==> config.mk <==
export PLATFORM = sky130hd
export DESIGN_NAME = fetch_sequencer
export DESIGN_NICKNAME = d
export VERILOG_FILES = /design/src/rtl/fetch_sequencer.sv
export SDC_FILE = /design/constraint.sdc
export NUM_CORES = 1
export LEC_CHECK = 0
export ABC_CLOCK_PERIOD_IN_PS = 2700
export BUFFER_PORTS_ARGS = -buffer_cell sky130_fd_sc_hd__buf_2
export CORE_ASPECT_RATIO = 0.8
export CORE_MARGIN = 2
export CORE_UTILIZATION = 42
export DETAILED_ROUTE_END_ITERATION = 8
export HOLD_SLACK_MARGIN = 0.08
export PLACE_DENSITY = 0.8
export SYNTH_ARGS = -nofsm -noshare
export SYNTH_HDL_FRONTEND = slang
export SYNTH_SLANG_ARGS = --single-unit
==> constraint.sdc <==
create_clock -name clock -period 2.7 [get_ports clock]
set_clock_uncertainty 0.15 [all_clocks]
set_input_delay 0.54 -clock clock [delete_from_list [all_inputs] [get_ports clock]]
set_output_delay 0.54 -clock clock [all_outputs]
set_load 0.005 [all_outputs]
==> src/rtl/fetch_sequencer.sv <==
// Fetch sequencer: steps the fetch unit's PC through request, response and issue to decode,
// applying execute redirects (with squash of the in-flight fetch) and stopping on halt.
module fetch_sequencer #(
    parameter int ADDRESS_BITS = 16,
    parameter int INSTR_BITS   = 32
) (
    input  logic                    clock,
    input  logic                    reset,
    input  logic [ADDRESS_BITS-1:0] PC,
    output logic                    next_PC_select,
    output logic [ADDRESS_BITS-1:0] target_PC,
    output logic                    imem_req,
    output logic [ADDRESS_BITS-1:0] imem_addr,
    input  logic                    imem_ready,
    input  logic                    imem_rvalid,
    input  logic [INSTR_BITS-1:0]   imem_rdata,
    output logic                    instr_valid,
    output logic [INSTR_BITS-1:0]   instr_out,
    output logic [ADDRESS_BITS-1:0] instr_pc,
    input  logic                    decode_stall,
    input  logic                    redirect,
    input  logic [ADDRESS_BITS-1:0] redirect_PC,
    input  logic                    halt,
    output logic [2:0]              fsm_state
);

    // Handshakes: a memory request is accepted on a cycle with imem_req && imem_ready, and its
    // single response arrives on a later cycle with imem_rvalid; an instruction is consumed on a
    // cycle with instr_valid && !decode_stall, and while stalled instr_* hold unchanged.
    typedef enum logic [2:0] {
        IDLE   = 3'd0,
        REQ    = 3'd1,
        WAIT   = 3'd2,
        ISSUE  = 3'd3,
        DRAIN  = 3'd4,
        HALTED = 3'd5
    } state_t;

    state_t state, next_state;
    logic   load_instr;

    assign imem_req  = (state == REQ);
    assign imem_addr = PC;
    assign fsm_state = state;

    // The PC holds by reloading itself; only the WAIT->ISSUE edge selects the increment.
    always_comb begin
        next_state     = state;
        next_PC_select = 1'b1;
        target_PC      = PC;
        load_instr     = 1'b0;
        case (state)
            IDLE: next_state = halt ? HALTED : REQ;
            REQ: begin
                if (redirect) begin
                    target_PC  = redirect_PC;
                    next_state = REQ;
                end else if (imem_ready) begin
                    next_state = WAIT;
                end
            end
            WAIT: begin
                if (redirect) begin
                    target_PC  = redirect_PC;
                    // Without the response this cycle it is still owed and must be drained.
                    next_state = imem_rvalid ? REQ : DRAIN;
                end else if (imem_rvalid) begin
                    next_PC_select = 1'b0;
                    load_instr     = 1'b1;
                    next_state     = ISSUE;
                end
            end
            ISSUE: begin
                if (redirect) begin
                    target_PC  = redirect_PC;
                    next_state = halt ? HALTED : REQ;
                end else if (!decode_stall) begin
                    next_state = halt ? HALTED : REQ;
                end
            end
            DRAIN: begin
                if (redirect) begin
                    target_PC  = redirect_PC;
                    next_state = REQ;
                end else if (imem_rvalid) begin
                    next_state = REQ;
                end
            end
            HALTED:  next_state = HALTED;
            default: next_state = IDLE;
        endcase
    end

    always_ff @(posedge clock or negedge reset) begin
        if (!reset) begin
            state       <= IDLE;
            instr_valid <= 1'b0;
            instr_out   <= '0;
            instr_pc    <= '0;
        end else begin
            state       <= next_state;
            instr_valid <= (next_state == ISSUE);
            if (load_instr) begin
                instr_out <= imem_rdata;
                instr_pc  <= PC;
            end
        end
    end

endmodule

# Yosys cells after proc, flatten, opt, wreduce, memory -nomap -nowiden
# Cells that the tools add are included.
[totals] inputBits=71 elab_cells=31 ff_bits=52 output_inout_bits=86
[classes] n_reduce_logical=2 muxes=19 eq_ne=6
[ops] op="$mux 16" n=2
[ops] op="$mux 3" n=10
[ops] op="$pmux 3 s6" n=1
[ops] op="$eq 3x2->1 const B" n=3
[ops] op="$eq 3x3->1 const B" n=2
[ops] op="$mux 1" n=6
[ops] op="$reduce_or 4->1" n=1
[ops] op="$eq 3x1->1 const B" n=1
[ops] op="$logic_not 3->1" n=1

# Longest topological paths before layout
# Gate-level depths: netlist of the first run.
[logic_depth] depth_word=5 mapped_depth=6 ltp_nobuf=3

# Least setup slack after synthesis of the first run
# No wires, ideal clock.
[synth_path] path_kind="register to output" startpoint="register state[2], in the netlist fsm_state[2]" endpoint="output target_PC[10]" stages_incl_launch_ff=6 path_slack_ns=0.469 path_buffers=2 arrival_ns=1.541 required_ns=2.010 path_cell_list="dfrtp_1 > or3_1 > and3_1 > buf_6 > buf_12 > mux2_4"
[synth_between] elab_chain_cells=3 elab_cells_between_ends=6 cone_classes="eq/ne (4); mux (1); reduce/logical (1)"
[synth_lines] item="start: declaration" line="39" source="state_t state, next_state;"
[synth_lines] item="start signal: assignment" line="101" source="state <= next_state;"
[synth_lines] item="$eq 3x1->1 (tied with other cells)" line="52" source="case (state)"
[synth_lines] item="$reduce_or 4->1 (no line) *"
[synth_lines] item="$mux 16 *"
[synth_lines] item="end: declaration" line="11" source="output logic [ADDRESS_BITS-1:0] target_PC,"
# Every way passes the cells marked *; elsewhere a longest branch is shown, timed or not.

# Final worst setup path of the first run
[layout_path] startpoint="register state[2], in the netlist fsm_state[2]" endpoint="output target_PC[13]"
# The elaborated chain is that of the path after synthesis.

==> metrics.md, run 1 <==
| Metric | Value |
|---|---|
| Final period util | 0.959 |
| Layout cells sized above 1 | 0.751 |
| Total global-route track usage | 0.162 |
| Max Fclk | 386 MHz |
| CP Cell Sequence | or3_1, and3_4, mux2_4, buf_2 |
| Relative slew slack | 0.736 |
| Cells after Synth | 168 |
| Die area | 0.00639 mm^2 |
| Crit Path Max Fanout | 16 |
| Final Net Count | 387 |
| Multi-input logic area | 927 um^2 |
| Via/cell ratio | 4.73 |
| Initial core utilization | 0.441 |
| DRC Markers | 0 |
| DRT iter0 DRCs | 58 |
| CORE AREA | 0.00550 mm^2 |
| GRT met2 Usage | 0.284 |
| Worst skew pair latency | 0.30 ns |
| CP endpoint kind | output pin |
| Total leakage power | 1.90 nW |
| Largest net degree at the start of global routing | 33 |
| Sum Neg Setup Slack | 0 ns |
| Fin crit period | 2.59 ns |
| # setup viols final | 0 |
| Synth warnings | 0 |
| Critical path class | reg2out |
| Cell variety after synth | 26 |
| Gr busiest metal | met2 |
| Fillers | 470 |
| Synthesized flop and latch total | 52 |
| Final Core Density | 0.598 |
| Pre-antenna DRT Iters | 4 |
| Clock root buffer | clkbuf_8 |
| Vias | 1869 |
| Routed Antenna Nets | 0 |
| Total power | 2.94 mW |
| Worst-path clk slew | 0.10 ns |
| CTS Buf Count | 5 |
| Register area | 0.00130 mm^2 |
| Seq/Total Area, Yosys | 0.537 |
| Area grow syn2layout | 35.7% |
| Post-synth EDFFs | 0 |
| Critical Path RT | 2.01 ns |
| Num rows | 24 |
| Worst vdd ir | 0.497 mV |
| Syn Std Cell Area | 0.00242 mm^2 |
| Mean Syn Cell Area | 14.4 um^2 |
| Power density cells | 895 mW/mm^2 |
| Post-CTS setup repair buffer count | 0 |
| Maxcap violations | 0 |
| Die Height | 71.9 um |
| Vias in the first global route | 1782 |
| CP max-delay cell | dfrtp_2 |
| CTS tree | yes |
| Tightest Pin Transition | 0.396 ns |
| RSZ-0062 raised after global routing | no |
| Ys flop type | dfrtp_1 |
| Clock sinks | 52 |
| CP delay by family, top | simple AND/OR/NAND/NOR gates |
| Wirelength per Cell | 13.8 um |
| WP data arrival | 1.90 ns |
| Final Wtd Congestion | 0.738 |
| PnR worst setup slack | 0.111 ns |
| Placement Setup Slack | 0.0768 ns |
| Antenna violations before repair | 0 |
| GR Layer Usage met1 | 0.192 |
| Final WL | 5430 um |
| Slowest stage delay, CP | 0.48 ns |
| First-pass GRT wire length | 7980 um |
| Ys async rst share | 1.00 |
| Hold WC Path Type | in2reg |
| Status | completed |
| Met3 usage | 0.0512 |
| Die Wd | 88.9 um |
| PortBufs | 156 |
| Grt ovf | 0 |
| Post-detail-place hpwl | 4350 um |
| H-tree depth | 2 |
| Worst path bufs/invs | 1 |
| Ports | 157 |
| Endpoints failing hold | 0 |
| Ant. Diodes | 0 |
| Syn_nets | 239 |
| Clk buf depth | 2 |
| Setup crit start kind | flop |
| Slew Viols, Final | 0 |
routing by layer:
metal	wire length, um	part of all wire
met1	2060	0.38
met2	2820	0.52
met3	507	0.093
met4	46	0.0085
met5	0	0
where the power goes:
part / switching [mW] / leakage (nW) / total, mW / internal (mW)
clock network: 0.255 / 0.0516 / 0.465 / 0.210
registers: 0.171 / 0.695 / 1.31 / 1.14
logic: 0.450 / 1.15 / 1.16 / 0.715
total: 0.876 / 1.90 / 2.94 / 2.07
cell type report:
type	instances	share of cell area
Timing Repair Buffer	166	0.261
Multi-Input combinational cell	90	0.282
Inverter	1	0.00114
Clock buffer	6	0.0251
Tap cell	78	0.0297
Clock inverter	2	0.00419
Sequential cell	52	0.396
worst reg2reg max path: cells and delay by family, from the launching register on:
kind	cells	cell delay, ns
simple gates	2	0.40
flops	1	0.41
mux	1	0.37
buf+inv	2	0.48
kinds of logic (layout without fill, tap and decap cells):
logic type / count (synthesis) / count (layout) / share of synthesized area
simple gates: 19 / 19 / 0.0475
buf+inv: 26 / 175 / 0.0816
flops: 52 / 52 / 0.537
mux: 65 / 65 / 0.317
compound gates: 6 / 6 / 0.0160
worst paths after layout:
path                                          start                   endpoint  slack [ns]  cells past startpoint
max                          fsm_state[2]$_DFF_PN0_              target_PC[13]        0.11                      4
min                                   imem_rdata[6]   instr_out[6]$_DFFE_PN0P_        0.30                      2
max reg2reg                  fsm_state[1]$_DFF_PN0_    instr_pc[1]$_DFFE_PN0P_        0.77                      5
min reg2reg                instr_out[6]$_DFFE_PN0P_   instr_out[6]$_DFFE_PN0P_        0.35                      1
max in group asynchronous                     reset    instr_pc[8]$_DFFE_PN0P_        1.43                      3
min in group asynchronous                     reset  instr_out[21]$_DFFE_PN0P_        0.40                      2
synth_stat cells (all sizes together) (2+ instances only):
cell,count,area share
and3,2,0.0052
buf,24,0.079
dfrtp,52,0.54
mux2,64,0.31
nand2,2,0.0031
nand3b,2,0.0062
nor2,4,0.0062
nor2b,3,0.0078
nor3b,2,0.0083
o21ai,3,0.0062
layout by cell type, fill, tap and decap left out, types with 2 or more instances in the layout:
cell type	Yosys	layout
mux2_2	51	51
nor2b_1	3	3
nor2_1	4	4
mux2_1	3	3
buf_4	17	9
dfrtp_1	52	51
mux2_4	10	10
o21ai_0	3	3
nand3b_1	2	2
clkbuf_8	0	6
nand2_1	2	2
buf_2	4	156
metrics by stage:
step           area (um^2)  hold WS [ns]  cells
6_report              3290         0.297    395
3_5_place_dp          3170         0.191    386
2_1_floorplan         2420        0.0944    168
4_1_cts               3280         0.288    395
3_3_place_gp          3170         0.190    386
5_1_grt               3290         0.285    395
registers in the layout (all words and copies together) (netlist names):
| signal | count |
|---|---|
| instr_out | 32 |
| instr_pc | 16 |
| fsm_state | 3 |
| instr_valid | 1 |
timing repair:
action                                 CTS  global route
gates resized for setup                  2             1
setup endpoints to repair               16             1
endpoints found under the hold margin    2             0
hold buffers                             1             0
cloned                                   0             0
No activity file was read; power rests on OpenSTA's default activity.
==> run 2, diff against run 1 <==
--- a/config.mk
+++ b/config.mk
@@ -12,7 +12,7 @@
 export CORE_UTILIZATION = 42
 export DETAILED_ROUTE_END_ITERATION = 8
 export HOLD_SLACK_MARGIN = 0.08
-export PLACE_DENSITY = 0.8
+export PLACE_DENSITY = 0.83
 export SYNTH_ARGS = -nofsm -noshare
 export SYNTH_HDL_FRONTEND = slang
 export SYNTH_SLANG_ARGS = --single-unit
==> run 2 against run 1 <==
Net effect:
- register-to-register slack worse by 0.14 ns
- flip-flop and latch count unchanged
- routed wire length up 5.2%
- final cell count down 0.25%
- hold slack worse by 0.11 ns
- critical path depth up 1
- global-route usage up 1.2 points
- clock power up 15%
- critical path type unchanged
- largest cell class unchanged
==> metrics.md, run 2 (same netlist as run 1, synthesis figures left out) <==
| Metric | Value |
|---|---|
| Status | completed |
| Setup crit start kind | flop |
| Clock power frac | 0.176 |
| Total global-route track usage | 0.174 |
| Wirelength per Cell | 14.5 um |
| CTS Buf Count | 5 |
| Worst vdd ir | 0.496 mV |
| Register-to-Register Path Depth | 6 |
| Ant. Diodes | 0 |
| # setup viols final | 0 |
| Largest register FFs | 32 |
| Clock root buffer | clkbuf_8 |
| Critical path class | reg2out |
| Routed Antenna Nets | 0 |
| DRT iter0 DRCs | 40 |
| Comb power frac | 0.391 |
| Critical Path RT | 2.01 ns |
| Fin crit period | 2.63 ns |
| Top reg by flops | instr_out |
| Multi-input logic area | 922 um^2 |
| H-tree depth | 2 |
| CTS tree | yes |
| Total power | 3.06 mW |
| Worst-path clk slew | 0.09 ns |
| Via/cell ratio | 4.75 |
| CP endpoint kind | output pin |
| Final WL | 5710 um |
| WP data arrival | 1.94 ns |
| Crit Path Max Fanout | 16 |
| First-pass GRT wire length | 8520 um |
| Post-detail-place hpwl | 4490 um |
| Endpoints failing hold | 0 |
| Maxcap violations | 0 |
| Power density cells | 925 mW/mm^2 |
| Num rows | 24 |
| Slew Viols, Final | 0 |
| Sw Ratio | 0.295 |
| Sum Neg Setup Slack | 0 ns |
| Pint | 2.16 mW |
| Pre-antenna DRT Iters | 3 |
| P_sw | 900 uW |
| Die area | 0.00639 mm^2 |
| Fillers | 447 |
| Layout cells sized above 1 | 0.753 |
| Final Wtd Congestion | 0.735 |
| Hold Buf Count CTS | 0 |
| Worst skew pair latency | 0.30 ns |
| Commonest non-fill, non-tap cell in the layout | buf_2 |
| Seq pwr share | 0.433 |
| Commonest cells after routing, fill and taps aside | 156 x buf_2, 51 x mux2_2, 50 x dfrtp_1 |
| Grt ovf | 0 |
| Largest net degree at the start of global routing | 53 |
| DRC Markers | 0 |
| Antenna violations before repair | 0 |
| RSZ-0062 raised after global routing | no |
| CORE AREA | 0.00550 mm^2 |
| Clock sinks | 52 |
| Vias | 1872 |
| Tightest Pin Transition | 0.654 ns |
| Vias in the first global route | 1803 |
| Final Net Count | 386 |
| Relative slew slack | 0.564 |
| Max Fclk | 380 MHz |
| Clk buf depth | 2 |
| Total leakage power | 1.90 nW |
| Initial core utilization | 0.441 |
| Register area | 0.00130 mm^2 |
| Ports | 157 |
| PortBufs | 156 |
| Die Wd | 88.9 um |
| Final Hold Slack | 0.188 ns |
| Hold WC Path Type | in2async |
| Die Height | 71.9 um |
| Area grow syn2layout | 36.4% |
| Final period util | 0.975 |
## run 2: cell count changes in the layout (fill, tap and decap cells not counted), sizes merged
cell	delta
bufinv	+1
clkbuf	-1
clkinv	-1
clkinvlp	+1
dlygate4sd3	-1
## run 2: power groups by stage
stage                     Clock [mW]  Sequential, mW  Combinational, mW
final                          0.537            1.32               1.19
after global routing           0.590            1.37               1.31
after CTS                      0.555            1.32               1.20
after detailed placement           0            1.35               1.17
after global placement             0            1.32               1.13
after floorplan                    0            1.36              0.583
## run 2: timing repair
action                                  4_1_cts  5_1_grt
buffers inserted                              2        0
hold endpoints to repair                      0        0
resized for setup                             2        3
endpoints found under the setup margin       10       16
## run 2: routing by layer
metal,part of all wire,GRT usage,wire (um)
met4,0.0091,0.0471,52
met1,0.38,0.196,2170
met2,0.53,0.323,3010
met5,0,0,0
met3,0.085,0.0489,485
## run 2: metrics by stage
step | area, um^2 | utilization | setup slack [ns] | instances
6_report | 3300 | 0.601 | 0.0662 | 394
5_1_grt | 3300 | 0.601 | 0.0116 | 394
3_3_place_gp | 3160 | 0.575 | 0.334 | 384
4_1_cts | 3290 | 0.599 | 0.0434 | 394
2_1_floorplan | 2420 | - | 0.469 | 168
3_5_place_dp | 3160 | 0.575 | 0.310 | 384
## run 2: worst paths after layout
check                                   startpoint                         to  slack, ns
max reg2reg                 fsm_state[2]$_DFF_PN0_   instr_pc[15]$_DFFE_PN0P_       0.63
min in group clock                   imem_rdata[7]   instr_out[7]$_DFFE_PN0P_       0.29
max in group asynchronous                    reset     fsm_state[0]$_DFF_PN0_       1.73
min reg2reg                instr_pc[4]$_DFFE_PN0P_    instr_pc[4]$_DFFE_PN0P_       0.35
min                                          reset  instr_out[26]$_DFFE_PN0P_       0.19
max                         fsm_state[0]$_DFF_PN0_              target_PC[14]       0.07
## run 2: worst max-delay path: stages (launching register included)
cell and delay [ns]:
dfrtp_2 0.50, or3_1 0.33, and3_1 0.20, buf_12 0.16, mux2_4 0.31, buf_2 0.13
## run 2: layout make-up
type                            count  area share
Timing Repair Buffer              165       0.261
Clock buffer                        5      0.0208
Tap cell                           78      0.0295
Sequential cell                    52       0.395
Clock inverter                      3      0.0140
Inverter                            1     0.00114
Multi-Input combinational cell     90       0.279
==> run 3, diff against run 2 <==
--- a/config.mk
+++ b/config.mk
@@ -6,13 +6,14 @@
 export NUM_CORES = 1
 export LEC_CHECK = 0
 export ABC_CLOCK_PERIOD_IN_PS = 2700
-export BUFFER_PORTS_ARGS = -buffer_cell sky130_fd_sc_hd__buf_2
 export CORE_ASPECT_RATIO = 0.8
 export CORE_MARGIN = 2
-export CORE_UTILIZATION = 42
+export CORE_UTILIZATION = 45
 export DETAILED_ROUTE_END_ITERATION = 8
+export DONT_BUFFER_PORTS = 1
+export GPL_TIMING_DRIVEN = 1
 export HOLD_SLACK_MARGIN = 0.08
-export PLACE_DENSITY = 0.83
+export PLACE_DENSITY = 0.69
 export SYNTH_ARGS = -nofsm -noshare
 export SYNTH_HDL_FRONTEND = slang
 export SYNTH_SLANG_ARGS = --single-unit
==> run 3 against run 2 <==
Net effect:
- clock power decreased by 22%
- clock-buffer cell count increased by 2
- via count decreased by 31%
- register-to-register slack improved by 0.19 ns
- hold slack got worse by 0.026 ns
- core utilization decreased by 12 points
- largest power group unchanged
- highest routed layer unchanged
==> metrics.md, run 3 (same netlist as run 1, synthesis figures left out) <==
| Metric | Value |
|---|---|
| Critical Path RT | 2.01 ns |
| Max Fclk | 402 MHz |
| Worst vdd ir | 0.433 mV |
| RSZ-0062 raised after global routing | no |
| Num rows | 23 |
| Post-detail-place hpwl | 3490 um |
| H-tree depth | 2 |
| Power density cells | 1010 mW/mm^2 |
| Critical path class | reg2out |
| CORE AREA | 0.00509 mm^2 |
| Register area | 0.00130 mm^2 |
| Vias in the first global route | 1387 |
| Maxcap violations | 0 |
| Setup crit start kind | flop |
| Endpoints failing hold | 0 |
| Comb power frac | 0.262 |
| Total power | 2.50 mW |
| Area grow syn2layout | 1.86% |
| Die Height | 69.6 um |
| Relative slew slack | 0.687 |
| CP endpoint kind | output pin |
| Antenna violations before repair | 0 |
| Final Net Count | 228 |
| Die area | 0.00599 mm^2 |
| DRC Markers | 0 |
| Fillers | 440 |
| Ports | 157 |
| Via/cell ratio | 5.84 |
| Sw Ratio | 0.306 |
| Wirelength per Cell | 21.1 um |
| Hold WC Path Type | in2reg |
| Pre-antenna DRT Iters | 4 |
| Final period util | 0.921 |
| Clock root buffer | clkbuf_8 |
| First-pass GRT wire length | 7020 um |
| Slew Viols, Final | 0 |
| Clk buf depth | 2 |
| Grt ovf | 0 |
| Ant. Diodes | 0 |
| Clock sinks | 52 |
| Multi-input logic area | 923 um^2 |
| Die Wd | 86.0 um |
| Final WL | 4650 um |
| Final Wtd Congestion | 0.679 |
| Seq pwr share | 0.570 |
| Vias | 1284 |
| Worst skew pair latency | 0.29 ns |
| DRT iter0 DRCs | 30 |
| Pint | 1.73 mW |
| Worst-path clk slew | 0.09 ns |
| Fin crit period | 2.49 ns |
| Total global-route track usage | 0.150 |
| P_sw | 766 uW |
| Sum Neg Setup Slack | 0 ns |
| # setup viols final | 0 |
| Total leakage power | 1.21 nW |
| Crit Path Max Fanout | 16 |
| Initial core utilization | 0.475 |
| Layout cells sized above 1 | 0.481 |
| Status | completed |
| Commonest cells after routing, fill and taps aside | 52 x dfrtp_1, 51 x mux2_2, 10 x mux2_4 |
| CTS tree | yes |
| Top reg by flops | instr_out |
| CTS Buf Count | 5 |
| Routed Antenna Nets | 0 |
| Commonest non-fill, non-tap cell in the layout | dfrtp_1 |
| Tightest Pin Transition | 0.470 ns |
| WP data arrival | 1.80 ns |
| Largest net degree at the start of global routing | 53 |
| Post-CTS setup repair buffer count | 0 |
| Clock power frac | 0.168 |
| PortBufs | 0 |
| Largest register FFs | 32 |
[run 3: layout make-up]
class,instances,area share
multi-input cells,90,0.374
flip-flops and latches,52,0.528
clock inverters,1,0.00355
repair buffers,7,0.0304
inverters,1,0.00152
well taps,62,0.0315
clock buffers,7,0.0309
[run 3: worst max-delay path, cell delays in order (launching register included)]
cell and delay, ns:
dfrtp_1 0.39, or3_1 0.35, and3_2 0.37, mux2_4 0.38
[run 3: metal layers]
layer	track usage	part of all wire	vias to the layer above
met2	0.275	0.53	86
met5	0	0	-
li1	-	-	550
met4	0.0494	0.0073	0
met3	0.0655	0.12	5
met1	0.150	0.34	643
[run 3: worst paths after layout]
check	start	to	slack (ns)	cells past startpoint
worst max-delay path	fsm_state[2]$_DFF_PN0_	target_PC[9]	0.21	3
worst min-delay path	redirect	fsm_state[1]$_DFF_PN0_	0.16	1
worst max register to register	fsm_state[1]$_DFF_PN0_	instr_pc[9]$_DFFE_PN0P_	0.82	5
worst min register to register	instr_out[6]$_DFFE_PN0P_	instr_out[6]$_DFFE_PN0P_	0.39	1
max in group asynchronous	reset	instr_pc[3]$_DFFE_PN0P_	1.57	2
min in group asynchronous	reset	instr_out[25]$_DFFE_PN0P_	0.60	2
[run 3: power by group through the flow]
stage | clock network, mW | registers (mW) | logic (mW)
2_1_floorplan | 0 | 1.36 | 0.583
3_3_place_gp | 0 | 1.43 | 0.602
3_5_place_dp | 0 | 1.45 | 0.647
4_1_cts | 0.437 | 1.43 | 0.667
5_1_grt | 0.476 | 1.47 | 0.717
6_report | 0.421 | 1.42 | 0.654
[run 3: repair_timing]
item / CTS / global route
setup endpoints to repair: 16 / 0
gates resized for setup: 1 / 0
hold buffers: 2 / 0
hold endpoints to repair: 52 / 0
[run 3: per-stage QoR]
stage	worst slack (ns)	util	area (um^2)	hold WS, ns	instances
finish	0.214	0.484	2470	0.161	220
global route	0.139	0.484	2470	0.139	220
CTS	0.187	0.484	2470	0.146	220
detailed placement	0.253	0.460	2340	0.0950	210
global placement	0.310	0.460	2340	0.0952	210
floorplan	0.469	-	2420	0.0944	168
